File: src/rtl/maquina_pkg.sv
// Shared state codes and default sizing for the coffee-machine sequencer.
`default_nettype none

package maquina_pkg;

   localparam int STATE_W = 4;
   typedef logic [STATE_W-1:0] state_t;

   localparam logic [3:0] ST_IDLE                = 4'd0;
   localparam logic [3:0] ST_LIGAR               = 4'd1;
   localparam logic [3:0] ST_VERIFICAR_AGUA      = 4'd2;
   localparam logic [3:0] ST_ENCHER_RESERVATORIO = 4'd3;
   localparam logic [3:0] ST_MOER_CAFE           = 4'd4;
   localparam logic [3:0] ST_COLOCAR_NO_FILTRO   = 4'd5;
   localparam logic [3:0] ST_PASSAR_AGITADOR     = 4'd6;
   localparam logic [3:0] ST_ESQUENTAR_AGUA      = 4'd7;
   localparam logic [3:0] ST_DESPEJAR            = 4'd8;
   localparam logic [3:0] ST_FINAL               = 4'd9;
   localparam logic [3:0] ST_ABORTADO            = 4'd10;

   localparam int DEF_STEP_CYCLES = 4;
   localparam int DEF_RES_CAP     = 8;
   localparam int DEF_CUP_COST    = 2;
   localparam int DEF_FILL_RATE   = 1;
   localparam int DEF_MAX_CUPS    = 4;
   localparam int DEF_CUPS_W      = 3;

endpackage

`default_nettype wire

File: src/rtl/maquina_cafe_param_step_timer.sv
// Dwell counter for timed steps: cleared on state entry, tc marks the last cycle.
`default_nettype none

module step_timer
   import maquina_pkg::*;
#(
   parameter int STEP_CYCLES = DEF_STEP_CYCLES
) (
   input  logic clk,
   input  logic rst,
   input  logic clear,
   output logic tc
);

   localparam int CNT_W = (STEP_CYCLES > 1) ? $clog2(STEP_CYCLES) : 1;
   localparam logic [CNT_W-1:0] LAST = CNT_W'(STEP_CYCLES - 1);

   logic [CNT_W-1:0] count;

   always_ff @(posedge clk) begin
      if (rst || clear) begin
         count <= '0;
      end else if (tc) begin
         count <= '0;
      end else begin
         count <= count + CNT_W'(1);
      end
   end

   assign tc = (count == LAST);

endmodule

`default_nettype wire

File: src/rtl/maquina_cafe_param.sv
// Parametrised coffee-machine brew sequencer with reservoir tracking,
// abort, busy/done/err handshake and per-brew cup counter.
`default_nettype none

module maquina_cafe_param
   import maquina_pkg::*;
#(
   parameter int STEP_CYCLES = DEF_STEP_CYCLES,
   parameter int RES_CAP     = DEF_RES_CAP,
   parameter int CUP_COST    = DEF_CUP_COST,
   parameter int FILL_RATE   = DEF_FILL_RATE,
   parameter int MAX_CUPS    = DEF_MAX_CUPS,
   parameter int CUPS_W      = DEF_CUPS_W,
   localparam int LVL_W      = $clog2(RES_CAP + 1)
) (
   input  logic              clk,
   input  logic              rst,
   input  logic              start,
   input  logic [CUPS_W-1:0] cups,
   input  logic              abort,
   output logic [3:0]        state,
   output logic              busy,
   output logic              done,
   output logic              err,
   output logic [LVL_W-1:0]  level,
   output logic [CUPS_W-1:0] cups_made
);

   localparam int NEED_W   = LVL_W + CUPS_W;
   // A fill step larger than the tank behaves like a single-cycle top-up.
   localparam int FILL_EFF = (FILL_RATE > RES_CAP) ? RES_CAP : FILL_RATE;
   localparam logic [CUPS_W-1:0] MAX_CUPS_V = CUPS_W'(MAX_CUPS);
   localparam logic [LVL_W-1:0]  CAP_V      = LVL_W'(RES_CAP);
   localparam logic [LVL_W-1:0]  COST_V     = LVL_W'(CUP_COST);

   if (MAX_CUPS * CUP_COST > RES_CAP) begin : g_chk_water
      $error("maquina_cafe_param: MAX_CUPS*CUP_COST exceeds RES_CAP");
   end
   if (MAX_CUPS >= (1 << CUPS_W)) begin : g_chk_cups_w
      $error("maquina_cafe_param: CUPS_W too narrow for MAX_CUPS");
   end
   if (STEP_CYCLES < 1 || FILL_RATE < 1) begin : g_chk_rates
      $error("maquina_cafe_param: STEP_CYCLES and FILL_RATE must be >= 1");
   end

   logic [3:0]        state_nx;
   logic [LVL_W-1:0]  level_nx;
   logic [CUPS_W-1:0] cups_req;
   logic [CUPS_W-1:0] cups_req_nx;
   logic [CUPS_W-1:0] cups_made_nx;
   logic [CUPS_W-1:0] made_inc;
   logic              err_nx;
   logic              tc;
   logic              cups_ok;
   logic              abortable;
   logic [NEED_W-1:0] need;
   logic [LVL_W:0]    fill_sum;
   logic [LVL_W-1:0]  fill_lvl;

   assign need      = NEED_W'(cups_req) * NEED_W'(CUP_COST);
   assign fill_sum  = {1'b0, level} + (LVL_W + 1)'(FILL_EFF);
   assign fill_lvl  = (fill_sum >= {1'b0, CAP_V}) ? CAP_V : fill_sum[LVL_W-1:0];
   assign made_inc  = cups_made + CUPS_W'(1);
   assign cups_ok   = (cups != '0) && (cups <= MAX_CUPS_V);
   assign abortable = (state >= ST_LIGAR) && (state <= ST_DESPEJAR);

   step_timer #(
      .STEP_CYCLES(STEP_CYCLES)
   ) u_step_timer (
      .clk  (clk),
      .rst  (rst),
      .clear(state_nx != state),
      .tc   (tc)
   );

   always_comb begin
      state_nx     = state;
      level_nx     = level;
      cups_req_nx  = cups_req;
      cups_made_nx = cups_made;
      err_nx       = 1'b0;
      // Abort wins over any step transition and freezes water and cup count.
      if (abortable && abort) begin
         state_nx = ST_ABORTADO;
      end else begin
         case (state)
            ST_IDLE: begin
               if (start) begin
                  if (cups_ok) begin
                     cups_req_nx  = cups;
                     cups_made_nx = '0;
                     state_nx     = ST_LIGAR;
                  end else begin
                     err_nx = 1'b1;
                  end
               end
            end
            ST_LIGAR:             if (tc) state_nx = ST_VERIFICAR_AGUA;
            ST_VERIFICAR_AGUA: begin
               if (need <= NEED_W'(level)) state_nx = ST_MOER_CAFE;
               else                        state_nx = ST_ENCHER_RESERVATORIO;
            end
            ST_ENCHER_RESERVATORIO: begin
               level_nx = fill_lvl;
               if (fill_lvl == CAP_V) state_nx = ST_VERIFICAR_AGUA;
            end
            ST_MOER_CAFE:         if (tc) state_nx = ST_COLOCAR_NO_FILTRO;
            ST_COLOCAR_NO_FILTRO: if (tc) state_nx = ST_PASSAR_AGITADOR;
            ST_PASSAR_AGITADOR:   if (tc) state_nx = ST_ESQUENTAR_AGUA;
            ST_ESQUENTAR_AGUA:    if (tc) state_nx = ST_DESPEJAR;
            ST_DESPEJAR: begin
               // Staying here relies on the timer wrapping to start the next cup.
               if (tc) begin
                  level_nx     = level - COST_V;
                  cups_made_nx = made_inc;
                  if (made_inc == cups_req) state_nx = ST_FINAL;
               end
            end
            ST_FINAL:             state_nx = ST_IDLE;
            ST_ABORTADO:          state_nx = ST_IDLE;
            default:              state_nx = ST_IDLE;
         endcase
      end
   end

   always_ff @(posedge clk) begin
      if (rst) begin
         state     <= ST_IDLE;
         level     <= '0;
         cups_req  <= '0;
         cups_made <= '0;
         err       <= 1'b0;
      end else begin
         state     <= state_nx;
         level     <= level_nx;
         cups_req  <= cups_req_nx;
         cups_made <= cups_made_nx;
         err       <= err_nx;
      end
   end

   assign busy = (state != ST_IDLE);
   assign done = (state == ST_FINAL);

endmodule

`default_nettype wire

File: config.mk
export PLATFORM = sky130hd
export DESIGN_NAME = maquina_cafe_param
export DESIGN_NICKNAME = d
export VERILOG_FILES = /design/src/rtl/maquina_pkg.sv /design/src/rtl/maquina_cafe_param_step_timer.sv /design/src/rtl/maquina_cafe_param.sv
export SDC_FILE = /design/constraint.sdc
export NUM_CORES = 1
export LEC_CHECK = 0
export ABC_CLOCK_PERIOD_IN_PS = 2500
export BUFFER_PORTS_ARGS = -buffer_cell sky130_fd_sc_hd__buf_2
export CAP_MARGIN = 20
export CELL_PAD_IN_SITES_DETAIL_PLACEMENT = 1
export CELL_PAD_IN_SITES_GLOBAL_PLACEMENT = 1
export CORE_ASPECT_RATIO = 1.75
export CORE_MARGIN = 2
export CORE_UTILIZATION = 35
export CTS_CLUSTER_DIAMETER = 50
export CTS_CLUSTER_SIZE = 12
export DETAILED_ROUTE_END_ITERATION = 10
export GPL_TIMING_DRIVEN = 0
export PLACE_DENSITY_LB_ADDON = 0.1
export SETUP_SLACK_MARGIN = 0.05
export SYNTH_ARGS = -nofsm -noshare
export SYNTH_HDL_FRONTEND = slang
export SYNTH_SLANG_ARGS = --single-unit
File: constraint.sdc
create_clock -name clk -period 2.5 [get_ports clk]
set_input_delay 0.5 -clock clk [delete_from_list [all_inputs] [get_ports clk]]
set_output_delay 0.5 -clock clk [all_outputs]
set_load 0.1 [all_outputs]
==> summary.txt, run 1 <==
Yosys
  – Synthesized flop and latch total: 17
  – Post-Syn Area: around 0.0013 mm²
  – Syn Nets: 178
  – Top FF cell, synth: dfxtp_1
  – Syn_area_per_cell: around 8 µm²
  – Largest area contributor in the netlist: dfxtp_1
  – Sequential share of the synthesized area: a little over a quarter
  – Async set or reset register ratio after synthesis: 0%
  – Commonest cells in the netlist: 17 x dfxtp_1, 17 x nor2_1, 13 x o21ai_0
  – Synth top area share: around 27%
  – Yosys cell types: 48
  – Ranking of synthesized cells by area: dfxtp_1 27%, ha_1 8.9%, o21ai_0 5.1%
  – Post-synth EDFFs: 0
  – Gate Count Post-Synth: roughly 160
  – YS warnings: 0

Critical path
  – Worst setup SP type: flop
  – Crit-path max cell delay: slightly below 0.5 ns
  – CP cell instances: nor3_2 -> or2b_2 -> buf_2
  – WP data required: 2.00 ns
  – Arrival @ worst endpoint: around 1.8 ns
  – WP buf/inv: 1
  – CP max FO: 8
  – CP delay by family, top: simple AND/OR/NAND/NOR gates
  – Setup crit end kind: output pin
  – Slowest-stage cell, CP: nor3_2
  – Setup CP Type: flop to output pin

Clock network
  – Hold Buf Count CTS: 0
  – CTS clk-pin slew, worst paths: ~0.080 ns
  – # H-tree levels: 1
  – Post CTS Setup Buffer Count: 0
  – Max clock buf depth: 2
  – PostCTS Resize Cnt: 0
  – Root Driver: clkbuf_8
  – CTS buffer count: 3
  – Worst-Skew Late Latency: about 0.26 ns
  – CTS tree: yes
  – Clock sink total: 17

Timing
  – RSZ-0062 raised after global routing: false
  – Setup TNS: 0 ns
  – Fmax: about 430 MHz
  – Final Critical Period: 2.332 ns
  – Clk_skew: between 0.003 and 0.004 ns
  – Tcrit/Tclk final: between 90% and 100%
  – Final Hold Fails: 0
  – Final Setup Violations: 0
  – Max-slew violations: 0
  – Relative slew slack: about 37%
  – Slew of the pin with the lowest slew margin: 0.9309 ns

Final layout
  – Nets: between 200 and 250
  – # diodes: 0
  – Share of layout cells above drive strength 1: 20.00%
  – Number of fill cells: between 400 and 500
  – Non-Filler Instances: ~230
  – P&R area growth vs syn: 16.75%

GRT
  – Number of global-route vias before repair: approximately 1300
  – First-pass GRT wire length: around 6600 µm
  – Largest net degree at the start of global routing: 11
  – Global Route Usage Sum: around a fifth
  – Grt ovf: 0
  – Initial antenna violation count: 0

Routing
  – Pre-Repair DR Iteration Count: 4
  – Via/cell ratio: roughly 5.7
  – WL met2: about 2200 µm
  – M1 WL: 1611 µm
  – DRC violations left: 0
  – Via count: 1321
  – Top layer in use: met4
  – Met3 Routed Length: 76 µm
  – DR WL/cell: ~17 µm
  – DRT antenna net count: 0
  – Post-Route WL: between 3000 and 4000 µm
  – Initial drt markers: 28

Job
  – Max-cap viol count: 0

Pwr
  – Worst VDD drop: around 0.34 mV
  – Cell Pwr Density: approximately 620 mW/mm²
  – Leakage: 0.6326 nW

Die
  – Die width: 49.54 µm
  – Core box area: ~0.0036 mm²
  – # rows: 29
  – Total die area: approximately 0.0041 mm²
  – Total I/O pin count: 21
  – Die Ht: approximately 84 µm
  – Starting density of the core: a little over a third

Worst hold path
  – Hold Crit Class: flop to flop

Placed design
  – Placed cells: about 230
  – Dpl hpwl: between 3000 and 4000 µm
  – PortBufs: 19
  – GPL Wtd Cong: ~0.89

Status
  – Status: finished clean
[path summary, 6_finish.rpt]
check	slack, ns	endpoint	start	cells after the start
hold reg to reg	0.44	u_step_timer.count[0]$_SDFF_PP0_	u_step_timer.count[0]$_SDFF_PP0_	1
setup / recovery	0.17	busy	state[1]$_SDFF_PP0_	3
setup reg to reg	0.35	level[3]$_SDFFE_PP0P_	state[3]$_SDFF_PP0_	5
hold / removal	0.44	u_step_timer.count[0]$_SDFF_PP0_	u_step_timer.count[0]$_SDFF_PP0_	1
[layer usage]
layer,global-route usage (%),vias up
met2,36.36,25
met4,10.61,0
met5,0,-
li1,-,637
met3,2.509,12
met1,23.08,647
[report_power, final]
group | leakage, nW | internal [mW] | switching, mW
Sequential | 0.141 | 0.295 | 0.0222
Combinational | 0.469 | 0.112 | 0.275
Clock | 0.0228 | 0.113 | 0.107
[worst reg2reg max path: stages, from the launching register on]
cell     delay, ns
dfxtp_2       0.35
buf_4         0.17
nor4b_1       0.77
nor3_1        0.23
or3_1         0.43
a21oi_1       0.14
[cell families (layout without fill, tap and decap cells)]
family                   count (synthesis)  after routing  synth area share, %
buffers and inverters                   19             42                6.699
flip-flops                              17             17                26.80
XOR/XNOR                                 4              4                2.759
multiplexers                             5              5                3.941
adder cells (fa/ha/maj)                  9              9                8.867
AND/OR/NAND/NOR                         63             63                28.67
AO/OA/AOI/OAI                           45             45                22.27
[cell usage in the layout, fill, tap and decap left out, drive strengths merged, types with 2 or more instances in the layout]
cell     n
a21oi   10
nand3b   4
xnor2    2
nor2b    3
a21o     3
nor4     2
nor3b    4
or3      3
inv      9
xor2     2
o21ai   13
buf     24
dfxtp   17
ha       9
mux2i    5
clkbuf   9
a211oi   5
nand4    2
nand2    5
a31oi    3
nand3    3
nor2    17
and3     2
nor3     5
nor4b    4
[sequential cells by signal (all words and copies together), names as in the netlist]
| signal | count |
|---|---|
| cups_req | 3 |
| state | 4 |
| level | 4 |
| u_step_timer.count | 2 |
| err | 1 |
| cups_made | 3 |
[cell type report]
cell class	count	area (µm²)	share of cell area (%)
Tap cell	46	57.56	3.882
Sequential cell	17	347.8	23.46
Clock buffer	4	45.04	3.038
Buffer	10	51.30	3.460
Inverter	9	33.78	2.278
Timing Repair Buffer	19	95.09	6.414
Multi-Input combinational cell	126	852.1	57.47
[stage by stage]
step | setup WS [ns] | hold slack, ns | instance area, µm² | utilization (%) | power, mW
floorplan | 0.06859 | 0.4002 | 1285 | - | 0.6241
global placement | 0.4011 | 0.4114 | 1438 | 40.43 | 0.6978
detailed placement | 0.3443 | 0.4208 | 1438 | 40.43 | 0.7101
CTS | 0.1797 | 0.4313 | 1483 | 41.70 | 0.9324
global route | 0.08137 | 0.4558 | 1483 | 41.70 | 0.9751
finish | 0.1684 | 0.4378 | 1483 | 41.70 | 0.9249
(Power assumes the default switching activity.)
==> run 2, diff against run 1 <==
--- a/config.mk
+++ b/config.mk
@@ -20,2 +20,3 @@
 export PLACE_DENSITY_LB_ADDON = 0.1
+export RECOVER_POWER = 100
 export SETUP_SLACK_MARGIN = 0.05
==> constraint.sdc (replaced) <==
create_clock -name clk -period 2.5 [get_ports clk]
set_input_delay 0 -clock clk [delete_from_list [all_inputs] [get_ports clk]]
set_output_delay 0 -clock clk [all_outputs]
set_load 0.1 [all_outputs]
==> run 2 against run 1 <==
Against the previous run:
- flip-flop and latch count stayed put
- first-iteration DRC count is 7.1% lower
- power is 0.26% lower
- largest power group unchanged
- register-to-register slack worse by 0.097 ns
- worst setup slack better by 0.084 ns
- clock skew is 0.0024 ns higher
==> summary.txt, run 2 (same netlist as run 1, synthesis figures left out) <==
Critical path
  – CP cell instances: buf_4 -> nor4b_1 -> nor3_1 -> or3_1 -> a21oi_1
  – Reg2Reg Setup Slack: 0.25 ns
  – Setup crit end kind: flop
  – CP max FO: 10
  – Reg-to-reg critical path endpoint: level[3]$_SDFFE_PP0P_
  – Crit-path max cell delay: roughly 0.8 ns
  – Slowest-stage cell, CP: nor4b_1
  – Arrival @ worst endpoint: 2.43 ns
  – FF-to-FF Start: state[3]$_SDFF_PP0_
  – CP startpoint: state[3]$_SDFF_PP0_
  – Worst setup SP type: flop
  – Reg2reg path depth: 5
  – Setup CP Type: flop to flop
  – WP data required: 2.68 ns

Routing
  – Post-Route WL: about 3900 µm
  – DRC violations left: 0
  – Via/cell ratio: between 5 and 6
  – Via count: between 1000 and 1500
  – Pre-Repair DR Iteration Count: 4
  – DR WL/cell: 16.77 µm
  – DRT antenna net count: 0
  – Initial drt markers: 26

Final layout
  – Nets: about 200
  – Commonest cells after routing, fill and taps aside: 20 x clkbuf_1, 17 x nor2_1, 13 x o21ai_0
  – Largest regs: level (4), state (4)
  – Commonest non-fill, non-tap cell in the layout: clkbuf_1
  – Number of fill cells: around 490
  – P&R area growth vs syn: 14.78%
  – # diodes: 0
  – Share of layout cells above drive strength 1: a little over a tenth

Clock network
  – Max clock buf depth: 2
  – Root Driver: clkbuf_8
  – Clock sink total: 17
  – Hold Buf Count CTS: 0
  – Post CTS Setup Buffer Count: 0
  – PostCTS Resize Cnt: 0
  – CTS tree: yes
  – CTS buffer count: 3
  – # H-tree levels: 1
  – Worst-Skew Late Latency: roughly 0.26 ns
  – CTS clk-pin slew, worst paths: ~0.080 ns

Pwr
  – Switching share of power: around 44%
  – Worst VDD drop: 0.3046 mV
  – Clock power share: 24.3%
  – Leakage: 0.5697 nW
  – Power Internal: a little over 500 µW
  – Sw Pwr: roughly 410 µW
  – Post-route total power: approximately 900 µW
  – Flop pwr share: about a third
  – Cell Pwr Density: between 600 and 700 mW/mm²
  – Comb power frac: ~41%

Worst hold path
  – Worst hold path depth: 3
  – Worst hold path startpoint: cups[0]
  – Hold endpoint: cups_req[0]$_SDFFE_PP0P_
  – Hold Crit Class: input port to flop

Die
  – Die width: just under 50 µm
  – Starting density of the core: a little over a third
  – Core box area: about 0.0036 mm²
  – Die Ht: 83.69 µm
  – Total die area: 0.004145 mm²
  – # rows: 29
  – Total I/O pin count: 21

Timing
  – Relative slew slack: ~23%
  – Final Hold Fails: 0
  – Final worst slack: ~0.25 ns
  – Final Critical Period: around 2.2 ns
  – Final Setup Violations: 0
  – Clk_skew: approximately 0.0061 ns
  – Fmax: between 400 and 500 MHz
  – Slew of the pin with the lowest slew margin: between 1 and 1.5 ns
  – Setup TNS: 0 ns
  – Tcrit/Tclk final: between 80% and 90%
  – Max-slew violations: 0
  – RSZ-0062 raised after global routing: false

GRT
  – Largest net degree at the start of global routing: 11
  – Initial antenna violation count: 0
  – Number of global-route vias before repair: around 1300
  – First-pass GRT wire length: ~6400 µm
  – Grt ovf: 0
  – Global Route Usage Sum: about a fifth

Job
  – Max-cap viol count: 0

Placed design
  – PortBufs: 19
  – GPL Wtd Cong: approximately 0.89
  – Pre-CTS setup slack: approximately 0.36 ns
  – Dpl hpwl: just over 3000 µm

Status
  – Status: finished clean
-- run 2: power groups by stage --
stage	Sequential (mW)	Clock [mW]	Combinational, mW
floorplan	0.392	0	0.232
global placement	0.321	0	0.377
detailed placement	0.323	0	0.385
CTS	0.317	0.225	0.388
global route	0.319	0.239	0.413
finish	0.316	0.224	0.382
-- run 2: metal layers --
| metal | wire length, µm | GRT usage (%) | vias to the layer above | part of all wire (%) |
|---|---|---|---|---|
| li1 | - | - | 637 | - |
| met3 | 83 | 2.509 | 13 | 2.1 |
| met4 | 136 | 9.343 | 0 | 3.5 |
| met5 | 0 | 0 | - | 0 |
| met2 | 2074 | 36.24 | 23 | 54 |
| met1 | 1579 | 21.94 | 611 | 41 |
-- run 2: per-stage QoR --
step | util (%) | cell area [µm²] | std cells | hold slack (ns)
5_1_grt | 40.99 | 1458 | 231 | 0.04225
4_1_cts | 41.66 | 1481 | 231 | 0.01676
2_1_floorplan | - | 1284 | 162 | 0.1439
3_5_place_dp | 40.39 | 1436 | 227 | 0.2861
3_3_place_gp | 40.39 | 1436 | 227 | 0.2705
6_report | 40.99 | 1458 | 231 | 0.008562
-- run 2: cell type report --
cell class / instances / area (µm²) / area share (%)
Buffer: 10 / 50.05 / 3.433
Clock buffer: 4 / 45.04 / 3.090
Inverter: 9 / 33.78 / 2.318
Timing Repair Buffer: 19 / 78.83 / 5.408
Tap cell: 46 / 57.56 / 3.948
Sequential cell: 17 / 346.6 / 23.78
Multi-Input combinational cell: 126 / 845.8 / 58.03
-- run 2: worst max path at each step --
| stage | end | cells past startpoint | slack, ns |
|---|---|---|---|
| global placement | level[3]$_SDFFE_PP0P_ | 5 | 0.40 |
| global route | level[3]$_SDFFE_PP0P_ | 5 | 0.16 |
| floorplan | u_step_timer.count[0]$_SDFF_PP0_ | 6 | 0.07 |
| CTS | u_step_timer.count[1]$_SDFF_PP0_ | 7 | 0.32 |
| finish | level[3]$_SDFFE_PP0P_ | 5 | 0.25 |
| detailed placement | u_step_timer.count[1]$_SDFF_PP0_ | 7 | 0.36 |
-- run 2: critical path, delay by kind of cell, from the launching register on --
kind,cells,cell delay (ns)
buf+inv,1,0.18
simple gates,3,1.49
compound gates,1,0.14
flops,1,0.37
==> run 3, diff against run 2 <==
- CORE_UTILIZATION: 35 -> 41
==> run 3 against run 2 <==
Against the previous run:
- global-route usage grew 3.9 points
- routed wire length grew 0.21%
- cell count shrank 7.8%
- highest routed layer unchanged
- sequential share of layout area grew 0.33 points
==> summary.txt, run 3 (same netlist as run 1, synthesis figures left out) <==
Die
  – Starting density of the core: a little over two fifths
  – Core box area: just under 0.003 mm²
  – # rows: 26
  – Total die area: between 0.003 and 0.004 mm²
  – Die width: 46.07 µm
  – Total I/O pin count: 21
  – Die Ht: a little under 80 µm

Critical path
  – Arrival @ worst endpoint: approximately 2.2 ns
  – CP max FO: 8
  – Worst setup SP type: flop
  – WP buf/inv: 1
  – Setup CP Type: flop to output pin
  – Crit-path max cell delay: between 0.7 and 0.8 ns
  – CP delay by family, top: simple AND/OR/NAND/NOR gates
  – FF-to-FF Start: level[2]$_SDFFE_PP0P_
  – CP startpoint: state[1]$_SDFF_PP0_
  – Slowest-stage cell, CP: nor3_1
  – WP data required: about 2.5 ns
  – CP cell instances: nor3_1 -> or2b_2 -> clkbuf_2
  – Setup crit end kind: output pin

Final layout
  – # diodes: 0
  – Register Area: between 300 and 400 µm²
  – Largest regs: level (4), state (4)
  – Final Instance Area: about 0.0014 mm²
  – Number of fill cells: 400
  – P&R area growth vs syn: 13.20%
  – Commonest non-fill, non-tap cell in the layout: clkbuf_1
  – Nets: slightly above 200
  – Share of layout cells above drive strength 1: a little under an eighth
  – Commonest cells after routing, fill and taps aside: 18 x clkbuf_1, 17 x nor2_1, 13 x o21ai_0
  – Area occupied by multi-input gates: between 800 and 900 µm²

Timing
  – Final Setup Violations: 0
  – Final Critical Period: around 2.2 ns
  – Final worst slack: ~0.32 ns
  – Slew of the pin with the lowest slew margin: approximately 1.2 ns
  – Max-slew violations: 0
  – Fmax: between 400 and 500 MHz
  – RSZ-0062 raised after global routing: false
  – Relative slew slack: between 20% and 30%
  – Final Hold Fails: 0
  – Tcrit/Tclk final: 87.19%
  – Clk_skew: 0.002821 ns
  – Setup TNS: 0 ns

Placed design
  – Placed Instance Area: 0.001414 mm²
  – Pre-CTS setup slack: about 0.37 ns
  – PortBufs: 19
  – GPL Wtd Cong: a little under 0.9
  – Dpl hpwl: roughly 3000 µm

Clock network
  – Worst-Skew Late Latency: roughly 0.26 ns
  – # H-tree levels: 1
  – Root Driver: clkbuf_8
  – Max clock buf depth: 2
  – CTS tree: yes
  – Clock sink total: 17
  – CTS clk-pin slew, worst paths: 0.07 ns
  – Hold Buf Count CTS: 0
  – CTS buffer count: 3
  – PostCTS Resize Cnt: 0
  – Post CTS Setup Buffer Count: 0

GRT
  – Number of global-route vias before repair: between 1000 and 1500
  – Initial antenna violation count: 0
  – Grt ovf: 0
  – Largest net degree at the start of global routing: 11
  – First-pass GRT wire length: around 6400 µm
  – Global Route Usage Sum: about a quarter

Pwr
  – Cell Pwr Density: roughly 640 mW/mm²
  – Leakage: ~0.58 nW
  – Worst VDD drop: ~0.49 mV

Routing
  – DRT antenna net count: 0
  – DRC violations left: 0
  – Post-Route WL: roughly 3900 µm
  – Pre-Repair DR Iteration Count: 4
  – Initial drt markers: 19
  – Via count: around 1300
  – Via/cell ratio: roughly 6.1
  – DR WL/cell: ~18 µm

Status
  – Status: finished clean

Worst hold path
  – Hold Crit Class: input port to flop
  – Worst hold path startpoint: cups[0]

Job
  – Max-cap viol count: 0
==> run 3: cell types whose count changed in the layout (fill, tap and decap cells not counted), sizes merged <==
cell    before  now
clkbuf      24   23
buf          9   10
==> run 3: final timing paths <==
kind	endpoint	slack, ns	depth (start not counted)
setup reg to reg	u_step_timer.count[0]$_SDFF_PP0_	0.32	7
setup / recovery	busy	0.32	3
hold reg to reg	u_step_timer.count[0]$_SDFF_PP0_	0.44	1
hold / removal	cups_req[0]$_SDFFE_PP0P_	0.01	3
==> run 3: cell type report <==
class	instances	area share, %
Clock buffer	4	3.133
Multi-Input combinational cell	126	58.83
Buffer	10	3.568
Sequential cell	17	24.11
Tap cell	28	2.437
Timing Repair Buffer	19	5.570
Inverter	9	2.350
==> run 3: power breakdown <==
part	internal (mW)	leakage, nW	switching [mW]
clock network	0.113	0.0228	0.107
registers	0.295	0.141	0.0222
logic	0.108	0.415	0.273
total	0.516	0.578	0.402
==> run 3: worst reg2reg max path, cell delays in order (launching register included) <==
cell and delay (ns):
dfxtp_2 0.39, inv_1 0.10, ha_1 0.31, a21o_1 0.16, a21oi_1 0.27, nor2_1 0.11, or4b_1 0.54, a211oi_1 0.22
==> run 3: stage by stage <==
stage / util, % / power (mW) / cells / hold WS, ns
floorplan: - / 0.6240 / 162 / 0.1439
finish: 49.10 / 0.9184 / 213 / 0.01413
global route: 49.10 / 0.9629 / 213 / 0.02833
detailed placement: 48.29 / 0.7080 / 209 / 0.2878
CTS: 49.83 / 0.9268 / 213 / 0.01859
global placement: 48.29 / 0.6941 / 209 / 0.2649
==> run 3: layer usage <==
| layer | share of wire, % | up-vias | track usage (%) |
|---|---|---|---|
| met3 | 2.4 | 6 | 3.256 |
| met4 | 1.3 | 0 | 7.714 |
| li1 | - | 638 | - |
| met5 | 0 | - | 0 |
| met2 | 57 | 24 | 43.89 |
| met1 | 39 | 634 | 25.64 |
